<file path="config.mk">
export PLATFORM = sky130hd
export DESIGN_NAME = oven_setpoint_entry
export DESIGN_NICKNAME = d
export VERILOG_FILES = /design/src/rtl/oven_setpoint_entry.sv
export SDC_FILE = /design/constraint.sdc
export NUM_CORES = 1
export LEC_CHECK = 0
export ABC_AREA = 1
export CORE_ASPECT_RATIO = 0.75
export CORE_UTILIZATION = 61
export CTS_CLUSTER_SIZE = 14
export DETAILED_ROUTE_END_ITERATION = 7
export MAX_ROUTING_LAYER = met4
export PLACE_DENSITY = 0.78
export SLEW_MARGIN = 20
export SYNTH_ARGS = -nofsm -noshare
export SYNTH_HDL_FRONTEND = slang
export SYNTH_SLANG_ARGS = --single-unit
</file>
<file path="constraint.sdc">
create_clock -name clk -period 5.35 [get_ports clk]
set_clock_uncertainty 0.05 [all_clocks]
set_input_delay 1.07 -clock clk [delete_from_list [all_inputs] [get_ports clk]]
set_output_delay 1.07 -clock clk [all_outputs]
set_load 0.05 [all_outputs]
</file>
<file path="src/rtl/oven_setpoint_entry.sv">
// Front-panel setpoint entry: synchronises the five buttons, runs the edit FSM,
// saturates the temperature/time setpoints and drives the four edit digits.
//
// state    | meaning
// ---------+------------------------------------------------
// IDLE     | waiting for Sel, display blank
// SET_TEMP | Up/Down edit inputTemp, Sel moves to SET_TIME
// SET_TIME | Up/Down edit timerVal, Sel back, Start to BAKE
// BAKE     | setpoints frozen, only Cancel honoured
module oven_setpoint_entry #(
    parameter int TEMP_MIN      = 150,
    parameter int TEMP_MAX      = 550,
    parameter int TEMP_STEP     = 25,
    parameter int TEMP_DEFAULT  = 350,
    parameter int TIME_MIN      = 30,
    parameter int TIME_MAX      = 990,
    parameter int TIME_STEP     = 30,
    parameter int TIME_DEFAULT  = 600,
    parameter int REPEAT_DELAY  = 25_000_000,
    parameter int REPEAT_PERIOD = 5_000_000
) (
    input  logic       clk,
    input  logic       rst,
    input  logic       btnUp,
    input  logic       btnDown,
    input  logic       btnSel,
    input  logic       btnStart,
    input  logic       btnCancel,
    output logic [1:0] state,
    output logic [9:0] inputTemp,
    output logic [9:0] timerVal,
    output logic [3:0] editVal3,
    output logic [3:0] editVal2,
    output logic [3:0] editVal1,
    output logic [3:0] editVal0
);

    localparam int B_UP     = 0;
    localparam int B_DOWN   = 1;
    localparam int B_SEL    = 2;
    localparam int B_START  = 3;
    localparam int B_CANCEL = 4;
    localparam int TMR_MAX  = (REPEAT_DELAY > REPEAT_PERIOD) ? REPEAT_DELAY : REPEAT_PERIOD;
    localparam int TMR_W    = $clog2(TMR_MAX + 1);

    typedef enum logic [1:0] {
        IDLE     = 2'd0,
        SET_TEMP = 2'd1,
        BAKE     = 2'd2,
        SET_TIME = 2'd3
    } state_t;

    state_t stateCur, stateNext;

    logic [4:0] btnRaw, sync1, sync2, prevLvl, armed, btnEdge, btnHeld;
    logic       primed1, primed2;
    logic       bothHigh, higherEv, inSet;
    logic       holdActive, holdDown, dirHeld, repeatFire;
    logic [TMR_W-1:0] repeatTmr;
    logic       stepUp, stepDown;
    logic [10:0] tempUp, tempDown, timeUp, timeDown;
    logic [9:0] tempNext, timeNext;
    logic [9:0] timeMin, timeSec;
    logic [15:0] digitNext;

    assign btnRaw = {btnCancel, btnStart, btnSel, btnDown, btnUp};

    // A button is armed only once it has been genuinely sampled low after reset,
    // so a button held through reset release never produces a spurious edge.
    always_ff @(posedge clk) begin
        if (rst) begin
            sync1   <= '0;
            sync2   <= '0;
            prevLvl <= '0;
            armed   <= '0;
            primed1 <= 1'b0;
            primed2 <= 1'b0;
        end else begin
            sync1   <= btnRaw;
            sync2   <= sync1;
            prevLvl <= sync2;
            primed1 <= 1'b1;
            primed2 <= primed1;
            armed   <= armed | ({5{primed2}} & ~sync2);
        end
    end

    assign btnEdge  = sync2 & ~prevLvl & armed;
    assign btnHeld  = sync2 & armed;
    assign bothHigh = sync2[B_UP] & sync2[B_DOWN];
    assign higherEv = |btnEdge[B_CANCEL:B_SEL];
    assign inSet    = (stateCur == SET_TEMP) || (stateCur == SET_TIME);
    assign dirHeld  = holdDown ? btnHeld[B_DOWN] : btnHeld[B_UP];
    assign repeatFire = holdActive && (repeatTmr == '0) && dirHeld && !bothHigh;

    always_ff @(posedge clk) begin
        if (rst) stateCur <= IDLE;
        else     stateCur <= stateNext;
    end

    always_comb begin
        stateNext = stateCur;
        if (btnEdge[B_CANCEL]) begin
            stateNext = IDLE;
        end else if (btnEdge[B_START]) begin
            if (stateCur == SET_TIME) stateNext = BAKE;
        end else if (btnEdge[B_SEL]) begin
            case (stateCur)
                IDLE:     stateNext = SET_TEMP;
                SET_TEMP: stateNext = SET_TIME;
                SET_TIME: stateNext = SET_TEMP;
                default:  stateNext = stateCur;
            endcase
        end
    end

    assign tempUp   = {1'b0, inputTemp} + 11'(TEMP_STEP);
    assign tempDown = {1'b0, inputTemp} - 11'(TEMP_STEP);
    assign timeUp   = {1'b0, timerVal} + 11'(TIME_STEP);
    assign timeDown = {1'b0, timerVal} - 11'(TIME_STEP);
    assign timeMin  = timerVal / 10'd60;
    assign timeSec  = timerVal % 10'd60;

    always_comb begin
        stepUp    = !higherEv && ((btnEdge[B_UP] && !btnEdge[B_DOWN]) || (repeatFire && !holdDown));
        stepDown  = !higherEv && ((btnEdge[B_DOWN] && !btnEdge[B_UP]) || (repeatFire && holdDown));
        tempNext  = inputTemp;
        timeNext  = timerVal;
        digitNext = {4{4'd10}};
        if (stateCur == SET_TEMP) begin
            if (stepUp)
                tempNext = (tempUp > 11'(TEMP_MAX)) ? 10'(TEMP_MAX) : tempUp[9:0];
            else if (stepDown)
                tempNext = (tempDown[10] || tempDown < 11'(TEMP_MIN)) ? 10'(TEMP_MIN) : tempDown[9:0];
            digitNext = {4'd11, 4'(inputTemp / 10'd100), 4'((inputTemp / 10'd10) % 10'd10),
                         4'(inputTemp % 10'd10)};
        end else if (stateCur == SET_TIME) begin
            if (stepUp)
                timeNext = (timeUp > 11'(TIME_MAX)) ? 10'(TIME_MAX) : timeUp[9:0];
            else if (stepDown)
                timeNext = (timeDown[10] || timeDown < 11'(TIME_MIN)) ? 10'(TIME_MIN) : timeDown[9:0];
            digitNext = {4'(timeMin / 10'd10), 4'(timeMin % 10'd10),
                         4'(timeSec / 10'd10), 4'(timeSec % 10'd10)};
        end
    end

    // Repeat timer counts down from the press edge; terminal count issues a step.
    always_ff @(posedge clk) begin
        if (rst) begin
            holdActive <= 1'b0;
            holdDown   <= 1'b0;
            repeatTmr  <= '0;
        end else if (!inSet || stateNext != stateCur) begin
            holdActive <= 1'b0;
        end else if (btnEdge[B_UP] && !btnEdge[B_DOWN] && !bothHigh) begin
            holdActive <= 1'b1;
            holdDown   <= 1'b0;
            repeatTmr  <= TMR_W'(REPEAT_DELAY - 1);
        end else if (btnEdge[B_DOWN] && !btnEdge[B_UP] && !bothHigh) begin
            holdActive <= 1'b1;
            holdDown   <= 1'b1;
            repeatTmr  <= TMR_W'(REPEAT_DELAY - 1);
        end else if (holdActive && (!dirHeld || bothHigh)) begin
            holdActive <= 1'b0;
        end else if (holdActive) begin
            repeatTmr <= (repeatTmr == '0) ? TMR_W'(REPEAT_PERIOD - 1) : repeatTmr - 1'b1;
        end
    end

    always_ff @(posedge clk) begin
        if (rst) begin
            inputTemp <= 10'(TEMP_DEFAULT);
            timerVal  <= 10'(TIME_DEFAULT);
            {editVal3, editVal2, editVal1, editVal0} <= {4{4'd10}};
        end else begin
            inputTemp <= tempNext;
            timerVal  <= timeNext;
            {editVal3, editVal2, editVal1, editVal0} <= digitNext;
        end
    end

    assign state = stateCur;

endmodule

</file>
==> impl_results.md, run 1 <==
- GP Congestion: 0.964
- Final WL: 16,900 µm
- Worst-case clock buffer depth: 2
- Most used cell, CP: nand2_1
- Synth cell count leaders: 200 x nand2_1, 159 x inv_1, 122 x nor2_1
- Slew HR: 38.4%
- CTS tree: yes
- Fin crit period: 4920 ps
- Num Clock Sinks: 85
- Mapped Area: 0.00669 mm²
- Post-Syn Area per Cell: 6.38 µm²
- Post-synthesis sequential area ratio: 25.4%
- Setup CP Type: flop to flop
- Count leader, synth: nand2_1
- Dominant synthesized flop cell: dfxtp_1
- First-pass GRT wire length: 27,500 µm
- Avg WL per Cell: 13.7 µm
- Total of max-cap violations: 0
- Vias: 6,717
- Initial antenna violation count: 0
- Post-route ant nets: 0
- Drt first pass iters: 5
- Tot Pwr: 1.38 mW
- Max Clk Rate: 203 MHz
- P_leak: 3.73 nW
- Synth-to-Final Area Change: 15.5%
- Gr usage total: 31.1%
- FP Rows: 32
- Hold Path Class: flop to flop
- Num CTS Buffers: 9
- Status: finished, final reports clean
- Slew Viols, Final: 0
- Startpoint types: flop
- Chip height: 92.7 µm
- Share of cells above drive strength 1: 13.8%
- Peak supply drop: 0.000200 V
- Worst hold slack: 353 ps
- Clock Latency Late Sink: 350 ps
- Die Width: 123 µm
- Overflow after GRT: 0
- Seq cells post-synth: 85
- Crit-path slowest cell: dfxtp_4
- Power density cells: 178 mW/mm²
- Worst-Margin Slew: 923 ps
- Fin crit share: 92.0%
- Async SR Flop Fraction: 0%
- IO Pins: 45
- I/O Buffers: 42
- Post-synth EDFFs: 0
- Vias per cell: 5.43
- Library cells used by synthesis: 58
- Crit path largest cell delay: 380 ps
- Drt first-iter violations: 633
- Max FO, Critical Path: 7
- Gate Count Post-Synth: 1,048
- Hold Vio Cnt, Final: 0
- Top-area cell type share of the netlist area: 25.4%
- N_diodes: 0
- Vias in the first global route: 5,857
- Synth area leader: dfxtp_1
- H-tree depth: 3
- Ranking of synthesized cells by area: dfxtp_1 25%, nand2_1 11%, inv_1 8.9%
- WP data required: 5530 ps
- Initial Utilization: 63.8%
- R2R setup slack: 430 ps
- Largest net degree at the start of global routing: 48
- Reg clk slew, reported paths: 80 ps
- Final setup vio count: 0
- Nature of the critical path endpoint: flop
- Root Buffer: clkbuf_16
- Crit path DAT: 5100 ps
- DRC: 0
- Synth warn: 0
- Fin nets: 1,128
- Die ar.: 0.0114 mm²
- DP Wirelength: 12,600 µm
- Core Footprint: 0.0105 mm²
==> state kept, by name (all words and copies together) (netlist names), 2 cells and up <==
signal     cells
repeatTmr     25
inputTemp     10
timerVal       9
armed          5
prevLvl        5
sync1          5
sync2          5
editVal0       4
editVal1       4
editVal2       4
editVal3       3
state          2
==> repair_timing <==
action,4_1_cts,5_1_grt
resized for setup,0,32
setup endpoints to repair,0,3
setup buffers,0,12
hold buffers,0,0
==> where the power goes <==
group / internal, mW / total [mW] / switching, mW
clock network: 0.331 / 0.639 / 0.307
logic: 0.0290 / 0.0901 / 0.0612
registers: 0.642 / 0.647 / 0.00552
==> cell type report <==
class,instances,area [µm²]
multi-input cells,756,4280
fillers,895,2770
flip-flops and latches,85,1710
inverters,182,684
repair buffers,63,573
clock buffers,9,225
well taps,136,170
clock inverters,7,78.8
==> path summary, 6_finish.rpt <==
path / startpoint / endpoint / depth (start not counted)
setup / recovery: inputTemp[7]$_SDFFE_PP0P_ / editVal1[3]$_SDFF_PP1_ / 45
hold / removal: sync1[1]$_SDFF_PP0_ / sync2[1]$_SDFF_PP0_ / 2
setup reg to reg: inputTemp[7]$_SDFFE_PP0P_ / editVal1[3]$_SDFF_PP1_ / 45
hold reg to reg: sync1[1]$_SDFF_PP0_ / sync2[1]$_SDFF_PP0_ / 2
==> worst max-delay path: cells and delay by family (launching register included) <==
family | cells | cell delay (ps)
AO/OA/AOI/OAI | 1 | 160
XOR/XNOR | 1 | 160
adder cells (fa/ha/maj) | 2 | 310
buffers and inverters | 5 | 280
flip-flops | 1 | 380
AND/OR/NAND/NOR | 36 | 3440
==> per-stage QoR <==
stage	utilization, %	area [µm²]	setup TNS [ps]	cells	worst slack (ps)
floorplan	-	6690	0	1049	429
global placement	68.8	7220	0	1210	370
detailed placement	68.8	7220	0	1210	206
CTS	71.7	7520	0	1226	153
global route	73.6	7720	-59.9	1238	-59.9
finish	73.6	7720	0	1238	429
==> layout by cell type, fill, tap and decap left out, types with 5 or more instances in the layout <==
master,Yosys,layout
nor2_4,7,7
inv_2,18,20
nor4_1,6,6
o21ai_1,7,5
nand4_1,16,16
xor2_1,38,38
nand2_2,27,30
a31oi_1,14,14
o21ai_2,5,7
nand2_1,200,193
a21oi_1,50,50
nand3_2,7,9
nand3_1,80,76
clkdlybuf4s50_1,0,41
o22ai_1,6,6
nor3_1,17,15
o21ai_0,53,52
nor2_2,9,10
buf_4,7,21
clkbuf_16,0,9
nand2_4,5,9
o211ai_1,7,7
nor2_1,122,121
inv_1,159,157
dfxtp_1,85,82
ha_1,24,24
==> logic make-up after synthesis <==
| family | Yosys count | synth area share [%] |
|---|---|---|
| compound gates | 172 | 15.3 |
| xor+xnor | 45 | 6.23 |
| fa+ha+maj | 24 | 4.49 |
| buf+inv | 208 | 12.1 |
| flops | 85 | 25.4 |
| other cells | 1 | 0.0561 |
| simple gates | 513 | 36.4 |
==> per-layer routing <==
metal  vias to the layer above  track usage, %  routed length (µm)  share of wire [%]
met1                      3004            43.3                8460                 50
met4                         0            7.22                 221                1.3
met2                       213            46.5                7240                 43
li1                       3479               -                   -                  -
met5                         -               -                   0                  0
met3                        21            5.67                 994                5.9
Note: power is estimated with default switching activity, not from simulation.
==> run 2, diff against run 1 <==
ABC_CLOCK_PERIOD_IN_PS = 5350   (was default)
==> results of run 2 <==
The final DEF is identical to that of run 1; final timing and power are the same.
==> run 3, diff against run 2 <==
CAP_MARGIN = 10   (was default)
==> results of run 3 <==
The final DEF is identical to that of run 1; final timing and power are the same.
